File: src/rtl/alu_result_if.sv
// Handshake bundle between the ADD unit, the result stage and writeback.
// master = producer/consumer environment side, slave = the result stage.
interface alu_result_if #(
    parameter int WIDTH  = 16,
    parameter int DEST_W = 3
);
    logic              in_valid;
    logic              in_ready;
    logic [WIDTH-1:0]  in_sum;
    logic              in_carry;
    logic              in_overflow;
    logic [DEST_W-1:0] in_dest;
    logic              in_flag_we;
    logic              out_valid;
    logic              out_ready;
    logic [WIDTH-1:0]  out_data;
    logic [DEST_W-1:0] out_dest;

    modport master (
        output in_valid, in_sum, in_carry, in_overflow, in_dest, in_flag_we, out_ready,
        input  in_ready, out_valid, out_data, out_dest
    );

    modport slave (
        input  in_valid, in_sum, in_carry, in_overflow, in_dest, in_flag_we, out_ready,
        output in_ready, out_valid, out_data, out_dest
    );
endinterface

File: src/rtl/alu_result_stage.sv
// Result stage after the 16-bit adder: 2-entry FIFO toward writeback plus NZCV flags.
// Optional ALU_STICKY_OVF_EN adds a sticky overflow bit (ovf_sticky).
module alu_result_stage #(
    parameter int WIDTH  = 16,
    parameter int DEST_W = 3
) (
    input  logic       clk,
    input  logic       rst_n,
    alu_result_if.slave bus,
    input  logic       flags_clr,
    output logic [3:0] flags_nzcv
`ifdef ALU_STICKY_OVF_EN
    ,
    output logic       ovf_sticky
`endif
);
    typedef struct packed {
        logic [WIDTH-1:0]  data;
        logic [DEST_W-1:0] dest;
    } entry_t;

    entry_t     mem [2];
    logic [1:0] count;
    logic       wr_ptr;
    logic       rd_ptr;
    logic       push;
    logic       pop;

    // Ready comes only from the registered count, so a full FIFO blocks a push even on a pop cycle.
    assign bus.in_ready  = (count != 2'd2);
    assign bus.out_valid = (count != 2'd0);
    assign push          = bus.in_valid & bus.in_ready;
    assign pop           = bus.out_valid & bus.out_ready;
    assign bus.out_data  = mem[rd_ptr].data;
    assign bus.out_dest  = mem[rd_ptr].dest;

    always_ff @(posedge clk or negedge rst_n) begin
        if (!rst_n) begin
            count  <= 2'd0;
            wr_ptr <= 1'b0;
            rd_ptr <= 1'b0;
            for (int i = 0; i < 2; i++) mem[i] <= '0;
        end else begin
            if (push) begin
                mem[wr_ptr] <= '{data: bus.in_sum, dest: bus.in_dest};
                wr_ptr      <= ~wr_ptr;
            end
            if (pop) rd_ptr <= ~rd_ptr;
            count <= count + {1'b0, push} - {1'b0, pop};
        end
    end

    // Flags track accepted results, not retired ones; clear beats a same-cycle update.
    always_ff @(posedge clk or negedge rst_n) begin
        if (!rst_n) begin
            flags_nzcv <= 4'b0000;
        end else if (flags_clr) begin
            flags_nzcv <= 4'b0000;
        end else if (push && bus.in_flag_we) begin
            flags_nzcv <= {bus.in_sum[WIDTH-1], (bus.in_sum == '0), bus.in_carry, bus.in_overflow};
        end
    end

`ifdef ALU_STICKY_OVF_EN
    // Set beats clear so an overflow landing on a clear cycle is still recorded.
    always_ff @(posedge clk or negedge rst_n) begin
        if (!rst_n) begin
            ovf_sticky <= 1'b0;
        end else if (push && bus.in_overflow) begin
            ovf_sticky <= 1'b1;
        end else if (flags_clr) begin
            ovf_sticky <= 1'b0;
        end
    end
`endif
endmodule

File: src/flat_wrapper.sv
// flat-port wrapper written by rule: the top's interface ports become plain ports
module alu_result_stage_flat 
#(
    parameter int WIDTH  = 16,
    parameter int DEST_W = 3
)
  (clk, rst_n, flags_clr, flags_nzcv, bus_in_valid, bus_in_sum, bus_in_carry, bus_in_overflow, bus_in_dest, bus_in_flag_we, bus_out_ready, bus_in_ready, bus_out_valid, bus_out_data, bus_out_dest);
  alu_result_if #(.WIDTH(WIDTH), .DEST_W(DEST_W)) bus_i ();
  input  logic clk;
  input  logic rst_n;
  input  logic flags_clr;
  output logic [3:0] flags_nzcv;
  input wire logic [$bits(bus_i.in_valid)-1:0] bus_in_valid;
  input wire logic [$bits(bus_i.in_sum)-1:0] bus_in_sum;
  input wire logic [$bits(bus_i.in_carry)-1:0] bus_in_carry;
  input wire logic [$bits(bus_i.in_overflow)-1:0] bus_in_overflow;
  input wire logic [$bits(bus_i.in_dest)-1:0] bus_in_dest;
  input wire logic [$bits(bus_i.in_flag_we)-1:0] bus_in_flag_we;
  input wire logic [$bits(bus_i.out_ready)-1:0] bus_out_ready;
  output wire logic [$bits(bus_i.in_ready)-1:0] bus_in_ready;
  output wire logic [$bits(bus_i.out_valid)-1:0] bus_out_valid;
  output wire logic [$bits(bus_i.out_data)-1:0] bus_out_data;
  output wire logic [$bits(bus_i.out_dest)-1:0] bus_out_dest;
  assign bus_i.in_valid = bus_in_valid;
  assign bus_i.in_sum = bus_in_sum;
  assign bus_i.in_carry = bus_in_carry;
  assign bus_i.in_overflow = bus_in_overflow;
  assign bus_i.in_dest = bus_in_dest;
  assign bus_i.in_flag_we = bus_in_flag_we;
  assign bus_i.out_ready = bus_out_ready;
  assign bus_in_ready = bus_i.in_ready;
  assign bus_out_valid = bus_i.out_valid;
  assign bus_out_data = bus_i.out_data;
  assign bus_out_dest = bus_i.out_dest;
  alu_result_stage #(.WIDTH(WIDTH), .DEST_W(DEST_W)) u_core (.clk(clk), .rst_n(rst_n), .bus(bus_i), .flags_clr(flags_clr), .flags_nzcv(flags_nzcv));
endmodule
File: config.mk
export PLATFORM = sky130hd
export DESIGN_NAME = alu_result_stage_flat
export DESIGN_NICKNAME = d
export VERILOG_FILES = /design/src/rtl/alu_result_if.sv /design/src/rtl/alu_result_stage.sv /design/src/flat_wrapper.sv
export SDC_FILE = /design/constraint.sdc
export NUM_CORES = 1
export LEC_CHECK = 0
export BUFFER_PORTS_ARGS = -buffer_cell sky130_fd_sc_hd__buf_2
export CORE_ASPECT_RATIO = 0.8
export CORE_MARGIN = 10
export CORE_UTILIZATION = 30
export CTS_CLUSTER_DIAMETER = 120
export CTS_CLUSTER_SIZE = 40
export DETAILED_ROUTE_END_ITERATION = 10
export PLACE_DENSITY = 0.54
export SETUP_SLACK_MARGIN = 0.2
export SLEW_MARGIN = 0
export SYNTH_ARGS = -nofsm -noshare
export SYNTH_HDL_FRONTEND = slang
export SYNTH_SLANG_ARGS = --single-unit
File: constraint.sdc
create_clock -name clk -period 3.9 [get_ports clk]
set_input_delay 0.585 -clock clk [delete_from_list [all_inputs] [get_ports clk]]
set_output_delay 0.585 -clock clk [all_outputs]
set_load 0.02 [all_outputs]
======== Yosys cells after proc, flatten, opt, wreduce, memory -nomap -nowiden ========
Cells that the tools add are included.
operators by class
  reduce and logical (&&, ||, !) cells .... 5
  bitwise logic cells ..................... 6
  add/sub/neg operators ................... 2
  mux-type cells .......................... 8
  magnitude comparators ................... 3
  equal/unequal tests ..................... 1
operators by type and width
  kind                                                                          count
  19-bit two-way mux                                                            4
  38-bit bitwise mux                                                            1
  19-bit demux with 1-bit select                                                1
  16-bit zero test                                                              1
  4-bit two-way mux                                                             2
  2-bit greater-or-equal comparator, second input constant                      2
  1-bit inverter with 2-bit output                                              2
  2-bit nonzero test                                                            2
  2-bit by 1-bit adder with 2-bit output                                        1
  1-bit AND                                                                     2
  1-bit logical AND                                                             2
  2-bit by 1-bit less-than comparator with 1-bit output, second input constant  1
  2-bit != test, second input constant                                          1
  1-bit inverter                                                                2
  2-bit by 1-bit subtractor with 2-bit output                                   1
word-level totals
  output and inout port bits .............. 25
  register bits ........................... 46

======== Longest topological paths before layout ========
  word-level depth ........................ 6
  depth in mapped cells ................... 6

======== Worst setup path after synthesis ========
OpenSTA, ideal clock, no wires.
  path kind ............................... reg-to-reg
  start point ............................. reg u_core.count[0]
  end point ............................... reg u_core.count[1]
  path slack .............................. 2.084 ns
  clock period less this slack ............ 1.816 ns
  arrival time ............................ 1.736 ns
  buffers on the path ..................... 0
  cell stages (with the launch flop) ...... 7
  path through ............................ dfrtp_1 or2_2 and2_1 ha_1 nor2b_1 mux2i_1 xnor2_1
RTL lines
  item                                         RTL line                text
  start: declaration                           alu_result_stage.sv:23  logic [1:0] count;
  start signal: assignment                     alu_result_stage.sv:49  count <= count + {1'b0, push} - {1'b0, pop};
  2-bit nonzero test                           alu_result_stage.sv:31  assign bus.out_valid = (count != 2'd0);
  named net bus_out_valid                      flat_wrapper.sv:21      output wire logic [$bits(bus_i.out_valid)-1:0] bus_out_valid;
  1-bit AND                                    alu_result_stage.sv:33  assign pop = bus.out_valid & bus.out_ready;
  named net u_core.pop                         alu_result_stage.sv:27  logic pop;
  2-bit by 1-bit subtractor with 2-bit output  alu_result_stage.sv:49
The timed path passes the listed nets, and every way through them passes these cells.
A chain may end at the register's enable or synchronous reset.

======== Final worst setup path ========
  start point ............................. reg u_core.rd_ptr
  end point ............................... out bus_out_data[14]
between the ends
  cells in the longest elaborated chain, start to end .. 4
RTL lines
  item                                                    RTL line                text
  start: declaration                                      alu_result_stage.sv:25  logic rd_ptr;
  start signal: assignment                                alu_result_stage.sv:48  if (pop) rd_ptr <= ~rd_ptr;
  1-bit inverter with 2-bit output (not written as such)  alu_result_stage.sv:34  assign bus.out_data = mem[rd_ptr].data;
  19-bit two-way mux (not written as such) (3 in a row)   alu_result_stage.sv:34
  end: declaration                                        flat_wrapper.sv:22      output wire logic [$bits(bus_i.out_data)-1:0] bus_out_data;
No other way between the ends. The select of a mux whose other input is x is not followed.

==> impl_metrics.json <==
{
  "period_share": 0.619,
  "r2r-start": "u_core.count[0]",
  "start_util": 0.313,
  "die-area_mm2": 0.0111,
  "ys.flop_type": "dfrtp_1",
  "die_h_um": 96.2,
  "power_switching_w": 0.000857,
  "dr.pass1.iters": 4,
  "crit_path_start_kind": "flop",
  "worstPathMaxFanout": 20,
  "fin_cells": 287,
  "nets": 227,
  "rows": 27,
  "powerDensity_mw_per_mm2": 923,
  "hold_viol_final": 0,
  "fin_setup_tns_ns": 0,
  "path_clk_slew_ns": 0.08,
  "area_delta_synth_final_pct": 21.3,
  "ys_ff_latch": 46,
  "synth_warnings": 0,
  "outcome": "completed",
  "pre_cts_ws_ns": 1.78,
  "maxSlewHeadroom": 0.301,
  "design_area_mm2": 0.00264,
  "wl_per_cell_um": 16.8,
  "p_int_w": 0.00158,
  "grt_pass1_vias": 1446,
  "post_cts_buffers": 0,
  "yosysSeqAreaShare": 0.529,
  "cp.required_ns": 3.31,
  "gr-usage-all-layers": 0.0905,
  "grt_max_degree": 47,
  "drt_iter0_markers": 40,
  "yosys.area.top_type": "dfrtp_1",
  "core-area_mm2": 0.00696,
  "h-tree-depth": 2,
  "path_class": "flop to output pin",
  "leakagePower_nw": 1.23,
  "gr-total-overflow": 0,
  "vias": 1320,
  "synth_most_common_cell": "dfrtp_1",
  "wirelength_um": 4820,
  "setup_viol_count_final": 0,
  "synthesis.nets": 174,
  "clkPwrFrac": 0.177,
  "synthTopCellsByCount": "46 x dfrtp_1, 37 x mux2_2, 20 x mux2_4, 4 x nand2_1",
  "ctsHoldBuffers": 0,
  "r2r_setup_slack_ns": 2.03,
  "dpl-instance-area_mm2": 0.00250,
  "antenna_found_initial": 0,
  "cts_tree": "yes",
  "combPwrFrac": 0.463,
  "ant_nets": 0,
  "io-pin-count": 52,
  "hold_slack_ns": 0.473,
  "dp.cells": 279,
  "globalplace.congestion": 0.690,
  "vdd_drop_max_mv": 0.367,
  "rsz0062_at_grt": "no",
  "netlist_area_mm2": 0.00218,
  "clock.fmax_mhz": 414,
  "postSynthAreaPerCell_um2": 14.9,
  "hp-class": "input port to asynchronous set/reset pin",
  "cts_made_buffers": 5,
  "crit_arrival_ns": 1.83,
  "die_x_um": 115,
  "diodes": 0,
  "cts_root_buffer": "clkbuf_8",
  "yosys.cell_types.count": 30,
  "numClockSinks": 46,
  "async_reset_ff_frac": 1.00,
  "end_kind": "output pin",
  "grt_pass1_wl_um": 7910,
  "portBuffers": 51,
  "drive_gt1_frac": 0.610,
  "drv_cap": 0,
  "clock_skew_ns": 0.00605,
  "synth_edf_count": 0,
  "crit_start": "u_core.rd_ptr",
  "period_needed_ns": 2.41,
  "clk_latency_ns": 0.30,
  "swShare": 0.352,
  "route.detailed.drc": 0,
  "clk_path_buf_depth": 2,
  "dp_hpwl_um": 3460,
  "ys_top_cells_by_area": "dfrtp_1 53%, mux2_2 19%, mux2_4 14%",
  "drv_slew": 0,
  "synthCells": 146,
  "worstMarginPinSlew_ns": 1.05,
  "worst_slack_ns": 1.49,
  "seqPwrFrac": 0.359,
  "synth_top_cell_area_share": 0.529,
  "cts_resized": 0,
  "routed_via_density": 4.60
}
==> final timing paths <==
| kind | end | depth (start not counted) |
|---|---|---|
| worst min-delay path | u_core.flags_nzcv[1] | 1 |
| worst max register to register | u_core.count[1] | 6 |
| min in group clk | u_core.mem[18] | 1 |
| worst min register to register | u_core.mem[18] | 1 |
| worst max-delay path | bus_out_data[14] | 2 |
| max in group asynchronous | u_core.mem[4] | 1 |
==> per-layer routing <==
metal	track usage	vias to the layer above	wire, um
met1	0.121	646	2330
met4	0.0216	0	24
met5	0	-	0
met3	0.0367	5	353
met2	0.133	37	2110
li1	-	632	-
==> metrics by stage <==
step	total power (W)	util
finish	0.00244	0.379
global route	0.00261	0.379
CTS	0.00248	0.379
detailed placement	0.00203	0.359
global placement	0.00202	0.359
floorplan	0.00173	-
==> cell families (layout without fill, tap and decap cells) <==
| kind of cell | count (synthesis) | in the layout | share of synthesized area |
|---|---|---|---|
| mux | 58 | 58 | 0.334 |
| buf+inv | 9 | 63 | 0.0322 |
| xor+xnor | 4 | 4 | 0.0161 |
| flops | 46 | 46 | 0.529 |
| compound gates | 9 | 9 | 0.0236 |
| simple gates | 19 | 19 | 0.0592 |
| fa+ha+maj | 1 | 1 | 0.00575 |
==> cells in the final DEF, fill, tap and decap left out <==
master and instances:
nand3_4 1, or2_2 1, xnor2_1 2, nor3_1 1, nor2b_4 1, dfrtp_1 46, o31ai_1 1, nor2b_1 1
a21oi_1 3, clkbuf_8 6, ha_1 1, nor3b_4 1, mux2i_1 1, nand4_1 3, mux2_4 20, bufinv_16 2
mux2_2 37, nor4_1 3, o211ai_1 1, xor2_1 2, buf_2 51, a31oi_1 1, o21ai_0 3, inv_4 1
nand2_1 4, inv_1 2, buf_4 1, nor2_1 1, nand3_1 1, and2_1 1
==> area by class of cell <==
type / count / area [um^2]
inverters: 3 / 13.8
multi-input cells: 91 / 961
flip-flops and latches: 46 / 1150
well taps: 87 / 109
repair buffers: 52 / 263
clock inverters: 2 / 60.1
fillers: 676 / 4320
clock buffers: 6 / 82.6
==> registers in the layout, summed over array words and instances, names as in the netlist <==
signal / count
u_core.mem: 38
u_core.flags_nzcv: 4
u_core.count: 2
u_core.rd_ptr: 1
u_core.wr_ptr: 1
==> power by group through the flow <==
stage	clock [W]	combinational, W	sequential, W
2_1_floorplan	0	0.000929	0.000804
3_3_place_gp	0	0.00114	0.000884
3_5_place_dp	0	0.00115	0.000881
4_1_cts	0.000453	0.00115	0.000876
5_1_grt	0.000476	0.00123	0.000909
6_report	0.000433	0.00113	0.000876
==> worst max-delay path, cell delays in order, from the launching register on <==
cell and delay [ns]:
dfrtp_1 0.95, mux2_2 0.43, buf_2 0.16
Note: power is estimated with default switching activity, not from simulation.
